<file path="src/rtl/score_display_bcd_pkg.sv">
// score_display_bcd shared types and constants.
// Blank code, converter states and decimal helpers.
package score_display_bcd_pkg;

  localparam logic [3:0] BLANK_CODE = 4'd10;

  typedef enum logic [1:0] {
    LOAD,
    SHIFT,
    FORMAT,
    COMMIT
  } conv_state_t;

  function automatic int pow10(input int n);
    int r;
    r = 1;
    for (int i = 0; i < n; i++) r = r * 10;
    return r;
  endfunction

  function automatic int ch_width(input int n);
    return (n > 1) ? $clog2(n) : 1;
  endfunction

endpackage

</file>
<file path="src/rtl/score_display_bcd_if.sv">
// score_display_bcd game-logic / display bus.
// Master drives scores and blink, slave returns digits.
interface score_display_bcd_if
  import score_display_bcd_pkg::*;
#(
  parameter int NUM_CH = 2,
  parameter int DIGITS = 3,
  parameter int VAL_W  = 10
);
  localparam int CH_W = ch_width(NUM_CH);

  logic [NUM_CH*VAL_W-1:0]    score_in;
  logic [NUM_CH-1:0]          blink_en;
  logic [NUM_CH*DIGITS*4-1:0] digit_code;
  logic [NUM_CH-1:0]          overflow;
  logic                       upd_pulse;
  logic [CH_W-1:0]            upd_ch;

  modport master (
    output score_in, blink_en,
    input  digit_code, overflow,
    input  upd_pulse, upd_ch
  );

  modport slave (
    input  score_in, blink_en,
    output digit_code, overflow,
    output upd_pulse, upd_ch
  );
endinterface

</file>
<file path="src/rtl/score_display_bcd_bcd_seq_converter.sv">
// Sequential shift-and-add-3 binary to BCD.
// One bit per cycle; done marks the final shift.
module bcd_seq_converter
  import score_display_bcd_pkg::*;
#(
  parameter int VAL_W  = 10,
  parameter int DIGITS = 3
) (
  input  logic                  CLOCK_50,
  input  logic                  reset,
  input  logic                  start,
  input  logic [VAL_W-1:0]      value,
  output logic                  done,
  output logic [DIGITS*4-1:0]   bcd,
  output logic                  sat
);
  localparam int CNT_W = $clog2(VAL_W + 1);
  localparam logic [31:0] THR = 32'(pow10(DIGITS));

  logic [VAL_W-1:0]    bin;
  logic [CNT_W-1:0]    cnt;
  logic [DIGITS*4-1:0] adj;

  // Add 3 to every nibble >= 5, no carry across nibbles.
  always_comb begin
    adj = bcd;
    for (int d = 0; d < DIGITS; d++) begin
      if (bcd[d*4 +: 4] >= 4'd5)
        adj[d*4 +: 4] = bcd[d*4 +: 4] + 4'd3;
    end
  end

  // Snapshot on start, then shift one bit per cycle.
  always_ff @(posedge CLOCK_50 or posedge reset) begin
    if (reset) begin
      bin <= '0;
      bcd <= '0;
      cnt <= '0;
      sat <= 1'b0;
    end else if (start) begin
      bin <= value;
      bcd <= '0;
      cnt <= CNT_W'(VAL_W);
      sat <= 32'(value) >= THR;
    end else if (cnt != '0) begin
      {bcd, bin} <= {adj[DIGITS*4-2:0], bin, 1'b0};
      cnt <= cnt - 1'b1;
    end
  end

  assign done = (cnt == CNT_W'(1));

endmodule

</file>
<file path="src/rtl/score_display_bcd.sv">
// score_display_bcd: round-robin score formatter.
// Shared BCD converter, blanking, saturation, blink.
module score_display_bcd
  import score_display_bcd_pkg::*;
#(
  parameter int NUM_CH    = 2,
  parameter int DIGITS    = 3,
  parameter int VAL_W     = 10,
  parameter int BLINK_DIV = 12_500_000
) (
  input logic             CLOCK_50,
  input logic             reset,
  score_display_bcd_if.slave bus
);
  localparam int CH_W  = ch_width(NUM_CH);
  localparam int DW    = DIGITS * 4;
  localparam int BLK_W = (BLINK_DIV > 1) ? $clog2(BLINK_DIV) : 1;

  localparam logic [DW-1:0] RST_DIG =
    {{(DIGITS-1){BLANK_CODE}}, 4'd0};
  localparam logic [DW-1:0] ALL_BLANK = {DIGITS{BLANK_CODE}};
  localparam logic [DW-1:0] ALL_NINE  = {DIGITS{4'd9}};

  conv_state_t      state;
  logic [CH_W-1:0]  ch;
  logic [DW-1:0]    fmt;
  logic [DW-1:0]    fmt_next;
  logic             fmt_sat;
  logic [VAL_W-1:0] conv_value;
  logic             conv_done;
  logic [DW-1:0]    conv_bcd;
  logic             conv_sat;
  logic             lead;
  logic [BLK_W-1:0] blk_cnt;
  logic             hidden;
  logic [DW-1:0]    committed [NUM_CH];
  logic [DW-1:0]    commit_nx [NUM_CH];

  assign conv_value = bus.score_in[int'(ch)*VAL_W +: VAL_W];

  bcd_seq_converter #(
    .VAL_W  (VAL_W),
    .DIGITS (DIGITS)
  ) u_conv (
    .CLOCK_50 (CLOCK_50),
    .reset    (reset),
    .start    (state == LOAD),
    .value    (conv_value),
    .done     (conv_done),
    .bcd      (conv_bcd),
    .sat      (conv_sat)
  );

  // Leading-zero blanking; digit 0 always shown.
  always_comb begin
    fmt_next = '0;
    lead = 1'b1;
    for (int d = DIGITS - 1; d >= 1; d--) begin
      if (conv_bcd[d*4 +: 4] != 4'd0) lead = 1'b0;
      fmt_next[d*4 +: 4] = lead ? BLANK_CODE
                                : conv_bcd[d*4 +: 4];
    end
    fmt_next[3:0] = conv_bcd[3:0];
    if (conv_sat) fmt_next = ALL_NINE;
  end

  // Channel scheduler: LOAD, SHIFT, FORMAT, COMMIT.
  always_ff @(posedge CLOCK_50 or posedge reset) begin
    if (reset) begin
      state         <= LOAD;
      ch            <= '0;
      fmt           <= RST_DIG;
      fmt_sat       <= 1'b0;
      bus.overflow  <= '0;
      bus.upd_pulse <= 1'b0;
      bus.upd_ch    <= '0;
    end else begin
      bus.upd_pulse <= 1'b0;
      unique case (state)
        LOAD: state <= SHIFT;
        SHIFT: if (conv_done) state <= FORMAT;
        FORMAT: begin
          fmt     <= fmt_next;
          fmt_sat <= conv_sat;
          state   <= COMMIT;
        end
        COMMIT: begin
          bus.overflow[ch] <= fmt_sat;
          bus.upd_pulse    <= 1'b1;
          bus.upd_ch       <= ch;
          ch    <= (ch == CH_W'(NUM_CH - 1)) ? '0 : ch + 1'b1;
          state <= LOAD;
        end
        default: state <= LOAD;
      endcase
    end
  end

  // Next committed digits: only the COMMIT channel changes.
  always_comb begin
    for (int c = 0; c < NUM_CH; c++) begin
      commit_nx[c] = committed[c];
      if (state == COMMIT && ch == CH_W'(c))
        commit_nx[c] = fmt;
    end
  end

  // Committed bank plus registered blink mux.
  always_ff @(posedge CLOCK_50 or posedge reset) begin
    if (reset) begin
      for (int c = 0; c < NUM_CH; c++) begin
        committed[c] <= RST_DIG;
        bus.digit_code[c*DW +: DW] <= RST_DIG;
      end
    end else begin
      for (int c = 0; c < NUM_CH; c++) begin
        committed[c] <= commit_nx[c];
        bus.digit_code[c*DW +: DW] <=
          (bus.blink_en[c] && hidden) ? ALL_BLANK
                                      : commit_nx[c];
      end
    end
  end

  // Free-running blink half-period counter.
  always_ff @(posedge CLOCK_50 or posedge reset) begin
    if (reset) begin
      blk_cnt <= '0;
      hidden  <= 1'b0;
    end else if (blk_cnt == BLK_W'(BLINK_DIV - 1)) begin
      blk_cnt <= '0;
      hidden  <= ~hidden;
    end else begin
      blk_cnt <= blk_cnt + 1'b1;
    end
  end

endmodule

</file>
<file path="src/flat_wrapper.sv">
// flat-port wrapper written by rule: the top's interface ports become plain ports
module score_display_bcd_flat import score_display_bcd_pkg::*;
#(
  parameter int NUM_CH    = 2,
  parameter int DIGITS    = 3,
  parameter int VAL_W     = 10,
  parameter int BLINK_DIV = 12_500_000
)
  (CLOCK_50, reset, bus_score_in, bus_blink_en, bus_digit_code, bus_overflow, bus_upd_pulse, bus_upd_ch);
  score_display_bcd_if #(.NUM_CH(NUM_CH), .DIGITS(DIGITS), .VAL_W(VAL_W)) bus_i ();
  input logic CLOCK_50;
  input logic reset;
  input wire logic [$bits(bus_i.score_in)-1:0] bus_score_in;
  input wire logic [$bits(bus_i.blink_en)-1:0] bus_blink_en;
  output wire logic [$bits(bus_i.digit_code)-1:0] bus_digit_code;
  output wire logic [$bits(bus_i.overflow)-1:0] bus_overflow;
  output wire logic [$bits(bus_i.upd_pulse)-1:0] bus_upd_pulse;
  output wire logic [$bits(bus_i.upd_ch)-1:0] bus_upd_ch;
  assign bus_i.score_in = bus_score_in;
  assign bus_i.blink_en = bus_blink_en;
  assign bus_digit_code = bus_i.digit_code;
  assign bus_overflow = bus_i.overflow;
  assign bus_upd_pulse = bus_i.upd_pulse;
  assign bus_upd_ch = bus_i.upd_ch;
  score_display_bcd #(.NUM_CH(NUM_CH), .DIGITS(DIGITS), .VAL_W(VAL_W), .BLINK_DIV(BLINK_DIV)) u_core (.CLOCK_50(CLOCK_50), .reset(reset), .bus(bus_i));
endmodule
</file>
<file path="config.mk">
export PLATFORM = sky130hd
export DESIGN_NAME = score_display_bcd_flat
export DESIGN_NICKNAME = d
export VERILOG_FILES = /design/src/rtl/score_display_bcd_pkg.sv /design/src/rtl/score_display_bcd_if.sv /design/src/rtl/score_display_bcd_bcd_seq_converter.sv /design/src/rtl/score_display_bcd.sv /design/src/flat_wrapper.sv
export SDC_FILE = /design/constraint.sdc
export NUM_CORES = 1
export LEC_CHECK = 0
export BUFFER_PORTS_ARGS = -buffer_cell sky130_fd_sc_hd__buf_4
export CORE_ASPECT_RATIO = 1.5
export CORE_MARGIN = 2
export CORE_UTILIZATION = 55
export CTS_BUF_LIST = sky130_fd_sc_hd__clkbuf_4
export CTS_CLUSTER_SIZE = 25
export DETAILED_ROUTE_END_ITERATION = 10
export PLACE_DENSITY = 0.77
export RECOVER_POWER = 50
export SYNTH_ARGS = -nofsm -noshare
export SYNTH_HDL_FRONTEND = slang
export SYNTH_SLANG_ARGS = --single-unit
</file>
<file path="constraint.sdc">
create_clock -name CLOCK_50 -period 4.6 [get_ports CLOCK_50]
set_input_delay 0.92 -clock CLOCK_50 [delete_from_list [all_inputs] [get_ports CLOCK_50]]
set_output_delay 0.92 -clock CLOCK_50 [all_outputs]
set_load 0.1 [all_outputs]
</file>
==> summary.txt <==
Layout
  • Nets@finish: about 550
  • Final core area utilization: around 65%
  • Layout cells sized above 1: between 20 and 30%
  • Multi-input gate area: around 0.0021 sq mm
  • Filler cells: around 750
  • Area occupied by registers: between 0.003 and 0.004 sq mm
  • Area growth from synthesis to layout: 14.4%
  • # diodes: 0

Placed design
  • Port bufs: 51
  • Routability cong.: roughly 0.85
  • Hpwl dp: roughly 7.3 mm

STA
  • Final setup viols: 0
  • Worst-margin pin slew: between 2 and 2.5 ns
  • Fmax: between 0.3 and 0.4 GHz
  • Final Max Tran Viols: 89
  • RSZ-0062 raised after global routing: no
  • Relative slew slack: -42.9%
  • TNS Setup: 0 ns
  • Worst Skew: 0.0119 ns
  • Final min period: between 2 and 3 ns
  • Final period util: between 60% and 70%
  • Hold Violations, Final: 0

Synthesis
  • Post-synth net total: ~500
  • Main flop type after synthesis: dfrtp_1
  • Top cell type's share of synthesized area: 47.9%
  • Share of flip-flops with an asynchronous set or reset: 100%
  • #FFs+latches synth: 120
  • Synth top area cells: dfrtp_1, dfstp_2, mux2_2, ha_1, a21oi_1
  • Synth warnings: 0
  • Mean Syn Cell Area: 11.4 sq um
  • Mapped Cells: between 400 and 500
  • Mapped cell area: 0.00522 sq mm
  • Netlist cell types: 38
  • Seq/Total Area, Yosys: 58.0%
  • Top cell type by total area after synthesis: dfrtp_1
  • Post-synth EDFFs: 0

Floorplan
  • Core footprint: just over 0.009 sq mm
  • Die H: between 100 and 150 um
  • Num rows: 43
  • Die Wd: 83.6 um
  • Full die area: between 0.01 and 0.015 sq mm
  • Initial core utilization: approximately 56%
  • # IOs: 52

Critical path
  • Setup crit end kind: asynchronous set/reset pin
  • Startpoint Class: input pin
  • WP data required: 5.08 ns
  • CP Class: in -> async
  • WP data arrival: 3.28 ns
  • Critical path fanouts, max: 48

CTS
  • Clock Sinks: 120
  • Clk root buf: clkbuf_4
  • # H-tree levels: 4
  • Setup bufs post-CTS: 0
  • Longest Clk Path Bufs: 2
  • Post-CTS Hold Buffers: 0
  • CTS buffer count: 17
  • Clk_lat worst skew: about 0.51 ns
  • CTS tree: built
  • Clock-pin slew on the worst setup and hold paths: approximately 0.09 ns
  • Post_cts resized: 0

Global routing
  • Total GRT Usage: a little over a fifth
  • Largest net degree at the start of global routing: ~50
  • Initial antenna violation count: 0
  • Vias in the first global route: approximately 3,700
  • GRT overflow: 0
  • Global-route wire length before repair: 17.5 mm

Routing
  • Drt wl/cell: 16.0 um
  • Detailed-route vias per instance: between 5 and 6
  • # DRC: 0
  • First-pass iteration count of the detailed router: 4
  • DRT iter0 DRCs: 140
  • Drt total wl: 10.3 mm
  • DR vias: approximately 3,500
  • Final ANT Viol Nets: 0

Power
  • Pwr Density: slightly above 600 mW/mm^2
  • Static leakage: approximately 2.8 nW
  • Maximum VDD drop: around 640 uV

Worst hold path
  • Worst Hold Class: reg -> reg

Flow run
  • Max Cap Viol: 2

Run status
  • Violated checks: max-capacitance violations, max-slew violations
  • Status: finished with violations
## sequential cells by signal, indices dropped and copies added, names as in the netlist
name / flops
u_core.u_conv.bin: 10
u_core.u_conv.sat: 1
u_core.bus.upd_pulse: 1
u_core.bus.upd_ch: 1
u_core.state: 2
u_core.u_conv.cnt: 4
u_core.committed: 24
u_core.u_conv.bcd: 12
u_core.hidden: 1
u_core.bus.overflow: 2
u_core.ch: 1
u_core.fmt_sat: 1
u_core.fmt: 12
u_core.blk_cnt: 24
u_core.bus.digit_code: 24
## power by group
group / internal (mW) / total, mW / switching (mW)
Sequential: 1.38 / 1.53 / 0.147
Combinational: 0.391 / 1.38 / 0.991
Clock: 0.384 / 0.745 / 0.361
Total: 2.16 / 3.66 / 1.50
## Yosys cell counts, types with 4 or more instances
library cell	number
nor2_1	33
nor2b_1	8
clkbuf_1	12
nand2_1	33
a211oi_1	7
nand2b_1	16
xnor2_1	11
xor2_1	16
mux2i_1	9
inv_1	19
nor3_1	8
a31o_2	4
mux2_2	31
and2_1	19
a21oi_1	32
ha_1	14
nand4_1	9
o21ai_0	19
nand3_1	13
dfstp_2	20
dfrtp_1	100
## final timing paths
| path | cells past startpoint | slack, ns | to | start |
|---|---|---|---|---|
| setup / recovery | 3 | 1.80 | u_core.fmt[0] | reset |
| hold / removal | 1 | 0.50 | u_core.committed[2] | u_core.committed[2] |
| setup reg to reg | 3 | 2.21 | u_core.bus.digit_code[2] | u_core.ch |
| hold reg to reg | 1 | 0.50 | u_core.committed[2] | u_core.committed[2] |
| max in group CLOCK_50 | 3 | 2.21 | u_core.bus.digit_code[2] | u_core.ch |
| min in group asynchronous | 2 | 0.96 | u_core.blk_cnt[20] | reset |
## stage by stage
stage	setup slack, ns	cells	instance area (sq um)	power, mW	hold WS (ns)
floorplan	0.527	459	5220	2.62	0.451
global placement	2.28	609	5700	2.89	0.472
detailed placement	2.23	609	5700	2.94	0.482
CTS	2.22	641	5980	3.68	0.470
global route	1.30	641	5970	3.84	0.526
finish	1.80	641	5970	3.66	0.503
## per-layer routing
layer | vias up | routed length, um | global-route usage [%]
li1 | 1680 | - | -
met1 | 1693 | 4190 | 25.7
met2 | 82 | 5470 | 37.3
met3 | 21 | 338 | 4.27
met4 | 0 | 272 | 11.9
met5 | - | 0 | 0
## critical path, stage by stage
cell and delay (ns):
clkbuf_4 0.11, clkinvlp_2 1.21, clkbuf_2 0.99
## logic make-up after synthesis
group,synth area share (%)
and+or+nand+nor,15.4
DFF,58.0
AOI/OAI and AO/OA,7.57
muxes,8.41
buffers and inverters,2.73
xor gates and xnor gates,4.53
adders and majority gates,3.35
## layout make-up
cell class | instances | area share (%)
multi-input combinational | 304 | 34.3
inverter | 19 | 1.21
clock buffer | 20 | 2.51
clock inverter | 12 | 2.22
timing repair buffer | 54 | 6.68
sequential | 120 | 50.7
tap | 112 | 2.35
## layout by cell type, fill, tap and decap left out, types with 3 or more instances in the layout
master     count
nor2_1        33
dfstp_2       20
o21ai_0       19
and3_1         3
xnor2_1       11
nand3_1       13
nand2b_1      16
mux2i_1        9
clkinv_1       4
and2_1        19
a211oi_1       7
dfrtp_1      100
bufinv_16      3
nor3_1         8
clkbuf_4      21
ha_1          14
xor2_1        16
mux2_2        31
nand2_1       33
clkinv_2       4
nor2b_1        8
buf_4         51
nand4_1        9
inv_1         18
a31o_2         4
a21oi_1       32
Power figures use the tool's default switching activity.
